`config.mk`:
```
export PLATFORM = sky130hd
export DESIGN_NAME = id_exe_vpipe
export DESIGN_NICKNAME = d
export VERILOG_FILES = /design/src/rtl/id_exe_vpipe.sv
export SDC_FILE = /design/constraint.sdc
export NUM_CORES = 1
export LEC_CHECK = 0
export BUFFER_PORTS_ARGS = -buffer_cell sky130_fd_sc_hd__buf_2
export CAP_MARGIN = 5
export CORE_UTILIZATION = 41
export CTS_CLUSTER_DIAMETER = 30
export DETAILED_ROUTE_END_ITERATION = 8
export GPL_TIMING_DRIVEN = 1
export HOLD_SLACK_MARGIN = 0.1
export REMOVE_ABC_BUFFERS = 1
export SYNTH_ARGS = -nofsm -noshare
export SYNTH_HDL_FRONTEND = slang
export SYNTH_SLANG_ARGS = --single-unit
export TNS_END_PERCENT = 100
```
`constraint.sdc`:
```
create_clock -name clk -period 2.1 [get_ports clk]
set_clock_uncertainty 0.15 [all_clocks]
set_input_delay 0.105 -clock clk [delete_from_list [all_inputs] [get_ports clk]]
set_output_delay 0.105 -clock clk [all_outputs]
set_load 0.02 [all_outputs]
```
`src/rtl/id_exe_vpipe.sv`:
```
// ID->EXE vector pipeline register: 2-entry elastic buffer (main + skid) with
// lane masking on capture, flush, occupancy and saturating stall counter.
module id_exe_vpipe #(
  parameter int unsigned LANES = 4,
  parameter int unsigned WIDTH = 16,
  parameter int unsigned RD_W  = 4,
  parameter int unsigned ALU_W = 4
) (
  input  logic                   clk,
  input  logic                   reset,
  input  logic                   in_valid,
  output logic                   in_ready,
  input  logic                   flush,
  input  logic [LANES-1:0]       lane_mask_in,
  input  logic [LANES*WIDTH-1:0] vopa_in,
  input  logic [LANES*WIDTH-1:0] vopb_in,
  input  logic [WIDTH-1:0]       op1_in,
  input  logic [WIDTH-1:0]       op2_in,
  input  logic [RD_W-1:0]        rd_in,
  input  logic [ALU_W-1:0]       aluControl_in,
  input  logic [4:0]             ctrl_in,
  output logic                   out_valid,
  input  logic                   out_ready,
  output logic [LANES*WIDTH-1:0] vopa_out,
  output logic [LANES*WIDTH-1:0] vopb_out,
  output logic [WIDTH-1:0]       op1_out,
  output logic [WIDTH-1:0]       op2_out,
  output logic [RD_W-1:0]        rd_out,
  output logic [ALU_W-1:0]       aluControl_out,
  output logic [4:0]             ctrl_out,
  output logic [LANES-1:0]       lane_mask_out,
  output logic [1:0]             occupancy,
  output logic [15:0]            stall_count
);

  localparam int unsigned VW     = LANES * WIDTH;
  localparam int unsigned CTRL_W = 5;
  localparam int unsigned OCC_W  = 2;
  localparam logic [15:0] STALL_MAX = 16'hFFFF;

  typedef struct packed {
    logic [LANES-1:0]  mask;
    logic [VW-1:0]     vopa;
    logic [VW-1:0]     vopb;
    logic [WIDTH-1:0]  op1;
    logic [WIDTH-1:0]  op2;
    logic [RD_W-1:0]   rd;
    logic [ALU_W-1:0]  alu;
    logic [CTRL_W-1:0] ctrl;
  } payload_t;

  // Encoding doubles as the occupancy count.
  typedef enum logic [1:0] {
    EMPTY = 2'd0,
    ONE   = 2'd1,
    FULL  = 2'd2
  } state_t;

  state_t   state, state_nxt;
  payload_t main_q, skid_q, in_pl_c;
  logic     push_c, pop_c;
  logic     load_main_c, load_skid_c, skid_to_main_c;

  assign push_c = in_valid & in_ready;
  assign pop_c  = out_valid & out_ready;

  // Incoming payload with inactive lanes zeroed.
  always_comb begin
    in_pl_c      = '0;
    in_pl_c.mask = lane_mask_in;
    in_pl_c.op1  = op1_in;
    in_pl_c.op2  = op2_in;
    in_pl_c.rd   = rd_in;
    in_pl_c.alu  = aluControl_in;
    in_pl_c.ctrl = ctrl_in;
    for (int unsigned i = 0; i < LANES; i++) begin
      if (lane_mask_in[i]) begin
        in_pl_c.vopa[i*WIDTH +: WIDTH] = vopa_in[i*WIDTH +: WIDTH];
        in_pl_c.vopb[i*WIDTH +: WIDTH] = vopb_in[i*WIDTH +: WIDTH];
      end
    end
  end

  // Next state and entry movement; flush overrides every transfer.
  always_comb begin
    state_nxt      = state;
    load_main_c    = 1'b0;
    load_skid_c    = 1'b0;
    skid_to_main_c = 1'b0;
    case (state)
      EMPTY: begin
        if (push_c) begin
          state_nxt   = ONE;
          load_main_c = 1'b1;
        end
      end
      ONE: begin
        if (push_c && pop_c) begin
          load_main_c = 1'b1;
        end else if (push_c) begin
          state_nxt   = FULL;
          load_skid_c = 1'b1;
        end else if (pop_c) begin
          state_nxt = EMPTY;
        end
      end
      FULL: begin
        if (pop_c) begin
          state_nxt      = ONE;
          skid_to_main_c = 1'b1;
        end
      end
      default: state_nxt = EMPTY;
    endcase
    if (flush) begin
      state_nxt      = EMPTY;
      load_main_c    = 1'b0;
      load_skid_c    = 1'b0;
      skid_to_main_c = 1'b0;
    end
  end

  always_ff @(posedge clk) begin
    if (!reset) begin
      state       <= EMPTY;
      in_ready    <= 1'b1;
      out_valid   <= 1'b0;
      occupancy   <= '0;
      main_q      <= '0;
      skid_q      <= '0;
      stall_count <= '0;
    end else begin
      state     <= state_nxt;
      in_ready  <= (state_nxt != FULL);
      out_valid <= (state_nxt != EMPTY);
      occupancy <= OCC_W'(state_nxt);
      if (load_main_c) begin
        main_q <= in_pl_c;
      end else if (skid_to_main_c) begin
        main_q <= skid_q;
      end
      if (load_skid_c) begin
        skid_q <= in_pl_c;
      end
      // Control bits are suppressed while no instruction is presented.
      if (state_nxt == EMPTY) begin
        main_q.ctrl <= '0;
      end
      if (out_valid && !out_ready && (stall_count != STALL_MAX)) begin
        stall_count <= stall_count + 16'd1;
      end
    end
  end

  assign vopa_out       = main_q.vopa;
  assign vopb_out       = main_q.vopb;
  assign op1_out        = main_q.op1;
  assign op2_out        = main_q.op2;
  assign rd_out         = main_q.rd;
  assign aluControl_out = main_q.alu;
  assign ctrl_out       = main_q.ctrl;
  assign lane_mask_out  = main_q.mask;

endmodule

```
Word-level counts from Yosys, hierarchy flattened

Index checks and enable logic that the tools add are counted.

Bits in registers: 374
Bits in latches: 0
Bits in writable memories: 0
ROM bits: 0
Input port bits: 182
Output and inout bits: 197
Logic and storage cells: 64
Memories kept: 0

$add $sub $neg: 1
$mul: 0
Divide/modulo/power cells: 0
$lt $le $gt $ge: 0
Equal/unequal tests: 4
Shift-type cells: 0
Mux-type cells: 27
Bitwise operators: 3
Reduce and logical (&&, ||, !) cells: 9

Operators with widths:

| operator                                       | count |
|---|---|
| 2-to-1 mux 177 bit                             | 2 |
| 2-to-1 mux 16 bit                              | 8 |
| adder 16 x 1 -> 16 bit (second input constant) | 1 |
| != test 16 bit (second input constant)         | 1 |
| 2-to-1 mux 2 bit                               | 6 |
| 2-to-1 mux 1 bit                               | 9 |
| case mux 2 bit (3 select lines)                | 1 |
| logical NOT 2 bit                              | 2 |
| nonzero test 2 bit                             | 2 |
| logical AND 1 bit                              | 3 |
| AND 1 bit                                      | 2 |
| == test 2 x 1 -> 1 bit (second input constant) | 1 |
| == test 2 bit (second input constant)          | 1 |
| != test 2 bit (second input constant)          | 1 |
| case mux 1 bit (2 select lines)                | 1 |
| OR reduction 2 bit                             | 1 |
| logical NOT 1 bit                              | 1 |
| inverter 1 bit                                 | 1 |

Depth between registers and ports, before layout

Word-level depth: 8
Depth in mapped cells: 7
Mapped depth without buffers: 5

Worst setup path after synthesis

Ideal clock, no wire load.

Path kind: reg-to-reg
From: register stall_count[2]
To: register stall_count[15]
Library setup time: 116 ps
Arrival: 1650 ps
Required time: 1834 ps
Slack: 184 ps
Stages on the path, launching flop included: 5
Path buffers: 0
Period minus slack after synthesis: 1916 ps
Cells stage by stage: dfxtp_1 -> and4_1 -> nand4_1 -> or4b_1 -> o211a_1

Word-level cells in the longest chain between the ends: 2
Elaborated cells between the ends (all ways): 3
Classes of those cells: add/sub: 1; eq/ne: 1; reduce/logical: 1

RTL lines:

| element                                                        | RTL line | text |
|---|---|---|
| start: declaration                                             | 33       | `output logic [15:0] stall_count` |
| start signal: assignment                                       | 150      | `stall_count <= stall_count + 16'd1;` |
| branches (longest 2 deep; another with adder 16 x 1 -> 16 bit) | n/a      |  |

Several ways; the timed one is not identified.
A chain may end at the register's enable or synchronous reset.

Worst setup path after layout

From: register state[0]
To: register main_q (netlist bit vopb_out[27])

Word-level cells in the longest chain between the ends: 4
Elaborated cells between the ends (all ways): 9
Classes of those cells: eq/ne: 2; mux: 5; reduce/logical: 2

RTL lines:

| element                                                             | RTL line | text |
|---|---|---|
| start: declaration                                                  | 59       | `state_t state, state_nxt;` |
| start signal: assignment                                            | 133      | `state <= state_nxt;` |
| == test 2 x 1 -> 1 bit (tied with other cells)                      | 90       | `case (state)` |
| case mux 1 bit (2 select lines) or 2-to-1 mux 1 bit (tied branches) | 90       |  |
| 2-to-1 mux 1 bit                                                    | 115      | `if (flush) begin` |
| 2-to-1 mux 177 bit or nonzero test 2 bit (tied branches)            | n/a      |  |
| end signal: assignment                                              | 138      | `main_q <= in_pl_c;` |
| end signal: assignment                                              | 140      | `main_q <= skid_q;` |
| end: declaration                                                    | 60       | `payload_t main_q, skid_q, in_pl_c;` |

Parallel ways exist; a longest one is shown, timed or not.

==> impl_metrics.ini <==
[worst_setup_path]
r2r-end = vopb_out[27]
worstSetupPathType = flip-flop to flip-flop
crit_arrival_ns = 2.38
r2r_start = state[0]
critPathLaunch = state[0]
endpoint = vopb_out[27]
r2r_cells = 6
critPathMaxFanout = 16
critPathCaptureType = flip-flop
required_ns = 2.43
worst_setup_path_start_kind = flip-flop
r2r_slack_ns = 0.05

[layout]
area_delta_synth_final_pct = 50.0
drive_gt1_share_pct = 26.4
utilization_pct = 62.6
diodes = 0
fillers = 3046
num-nets-final = 2442
final_cells = 2799

[synthesis]
synthArstFlopShare_pct = 0
yosysUniqueCellTypes = 49
yosysMostFrequentCell = nand2_1
synth_area_leader_cell = dfxtp_1
synth-seq-cells = 374
synth_warnings = 0
synth_ff_type = dfxtp_1
synth_top_area_share_pct = 49.0
synthTopCellsByArea = dfxtp_1 (49%), nand2_1 (10%), a21boi_0 (9.1%)
yosysSeqAreaShare_pct = 49.0
syn_inst = 1702
netlist_top_cells_count = nand2_1 (416), dfxtp_1 (374), a21boi_0 (185), a21boi_1 (169), nand3_1 (132)
netlist_area_um2 = 15300
synth-edff-count = 0
postSynthAreaPerCell_um2 = 8.97

[timing]
finalSetupViolCount = 0
worst_pin_slew_ns = 0.548
rsz0062_at_grt = yes
fin_setup_tns_ns = 0
finalHoldViolations = 0
slew_headroom_pct = 63.2
drv_slew = 0
fin_crit_ns = 2.05
fmax_ghz = 0.488
timing.hold.ws_ns = 0.156
post-route-period-util_pct = 97.6

[drt]
vias_per_cell = 5.36
vias = 15000
finalWirelength_um = 48200
final_antenna_net_count = 0
drt_iter0_drc = 913
dr.pass1.iters = 5
drc_errors = 0
wl_per_cell_um = 17.2

[placed_design]
hpwl_um = 28600
gp_congestion = 0.799
dp.cells = 2446
io_buffers = 378

[clock_tree]
cts_sinks = 374
cts_inserted_buffers = 89
clk-insertion-delay-late_ns = 0.60
cts_tree = built
cts_htree_levels = 3
clk_pin_slew_ns = 0.05
clock_path_buffers = 3
root_buffer = clkbuf_16

[power]
netSwitchingPower_mw = 5.21
power_frac_comb_pct = 7.2
power_density_nw_per_um2 = 997
internal_power_mw = 17.6
totalPowerFinal_mw = 22.8
p_clk_share_pct = 60.6
peakVddDrop_mv = 0.657
p_leak_nw = 8.97
p_seq_share_pct = 32.2
p_sw_share_pct = 22.8

[floorplan]
fp.dieH_um = 195
row_count = 70
ios = 379
core_area_um2 = 36600
die_area_um2 = 38000
die_w_um = 195
initial_core_util_pct = 41.7

[hold_path]
worstHoldPathCells = 4
min_path_type = primary input to flip-flop

[run]
maxCapViolCount = 0

[global_routing]
antenna_found_initial = 0
grt_pass1_vias = 14900
grt_usage_pct = 24.2
overflow = 0
grt_first_pass_wirelength_um = 75600
grt_max_degree = 94

[status]
outcome = completed
-- per-stage QoR --
stage,worst slack (ns),area [µm²]
after floorplan,-3.31,14500
after global placement,0.165,17900
after detailed placement,0.101,17900
after CTS,0.0974,22700
after global routing,-0.0258,22900
final,0.0503,22900
-- power by group through the flow --
| stage | combinational (mW) | sequential, mW | clock (mW) |
|---|---|---|---|
| final | 1.65 | 7.36 | 13.8 |
| after detailed placement | 1.35 | 7.48 | 0 |
| after global placement | 1.34 | 7.48 | 0 |
| after CTS | 1.62 | 7.36 | 14.0 |
| after global routing | 1.77 | 7.37 | 14.4 |
| after floorplan | 0.411 | 7.62 | 0 |
-- kinds of logic after synthesis --
family / Yosys count / share of synthesized area, %
and+or+nand+nor: 592 / 16.6
AOI/OAI and AO/OA: 561 / 28.6
DFF: 374 / 49.0
buffers and inverters: 169 / 5.35
muxes: 4 / 0.262
xor gates and xnor gates: 1 / 0.0574
adders and majority gates: 1 / 0.0819
-- per-layer routing --
metal  share of wire [%]  track usage (%)  vias up
met2                  47             40.3      504
met3                 7.5             7.58       87
met4                 2.5             8.87        0
met1                  43             29.3     7176
met5                   0                0        -
li1                    -                -     7239
-- registers in the layout, summed over array words and instances, names as in the netlist --
signal / flops
skid_q: 177
vopa_out: 64
vopb_out: 64
op1_out: 16
op2_out: 16
stall_count: 16
ctrl_out: 5
aluControl_out: 4
lane_mask_out: 4
rd_out: 4
state: 2
in_ready: 1
out_valid: 1
-- how the worst min path moves through the flow --
stage,start,endpoint,slack [ns]
global placement,op1_in[5],skid_q[34],0.20
detailed placement,rd_in[3],skid_q[12],0.21
floorplan,reset,stall_count[10],0.07
global route,op2_in[0],skid_q[13],0.16
finish,op2_in[2],skid_q[15],0.16
CTS,op2_in[2],skid_q[15],0.13
-- layout by cell type (no fill, tap or decap), drive strengths merged, types with 10 or more instances in the layout --
master,netlist,layout
nand2,416,416
clkbuf,81,121
a22oi,49,49
bufinv,0,10
dfxtp,374,374
clkinv,0,25
a32oi,129,129
nand3,132,132
dlygate4sd3,0,181
a21boi,354,354
buf,85,446
-- worst max-delay path: stages, from the launching register on --
cell and delay (ns):
dfxtp_2 0.37, and2b_1 0.27, a32oi_4 0.34, buf_12 0.20, buf_4 0.25, nand2_1 0.10
a21boi_0 0.25
-- area by class of cell --
type                    count  area [µm²]  share of cell area, %
clock buffers             116        2510                   11.0
clock inverters            47         569                   2.48
inverters                   3        11.3                 0.0492
multi-input cells        1159        6980                   30.5
flip-flops and latches    374        7490                   32.7
well taps                 468         586                   2.56
repair buffers            632        4770                   20.8
-- repair_timing --
action / in CTS / in global routing
resized for setup: 0 / 20
hold buffers: 181 / 0
setup buffers: 0 / 4
setup endpoints to repair: 0 / 72
endpoints found under the hold margin: 374 / 0
(Power assumes the default switching activity.)
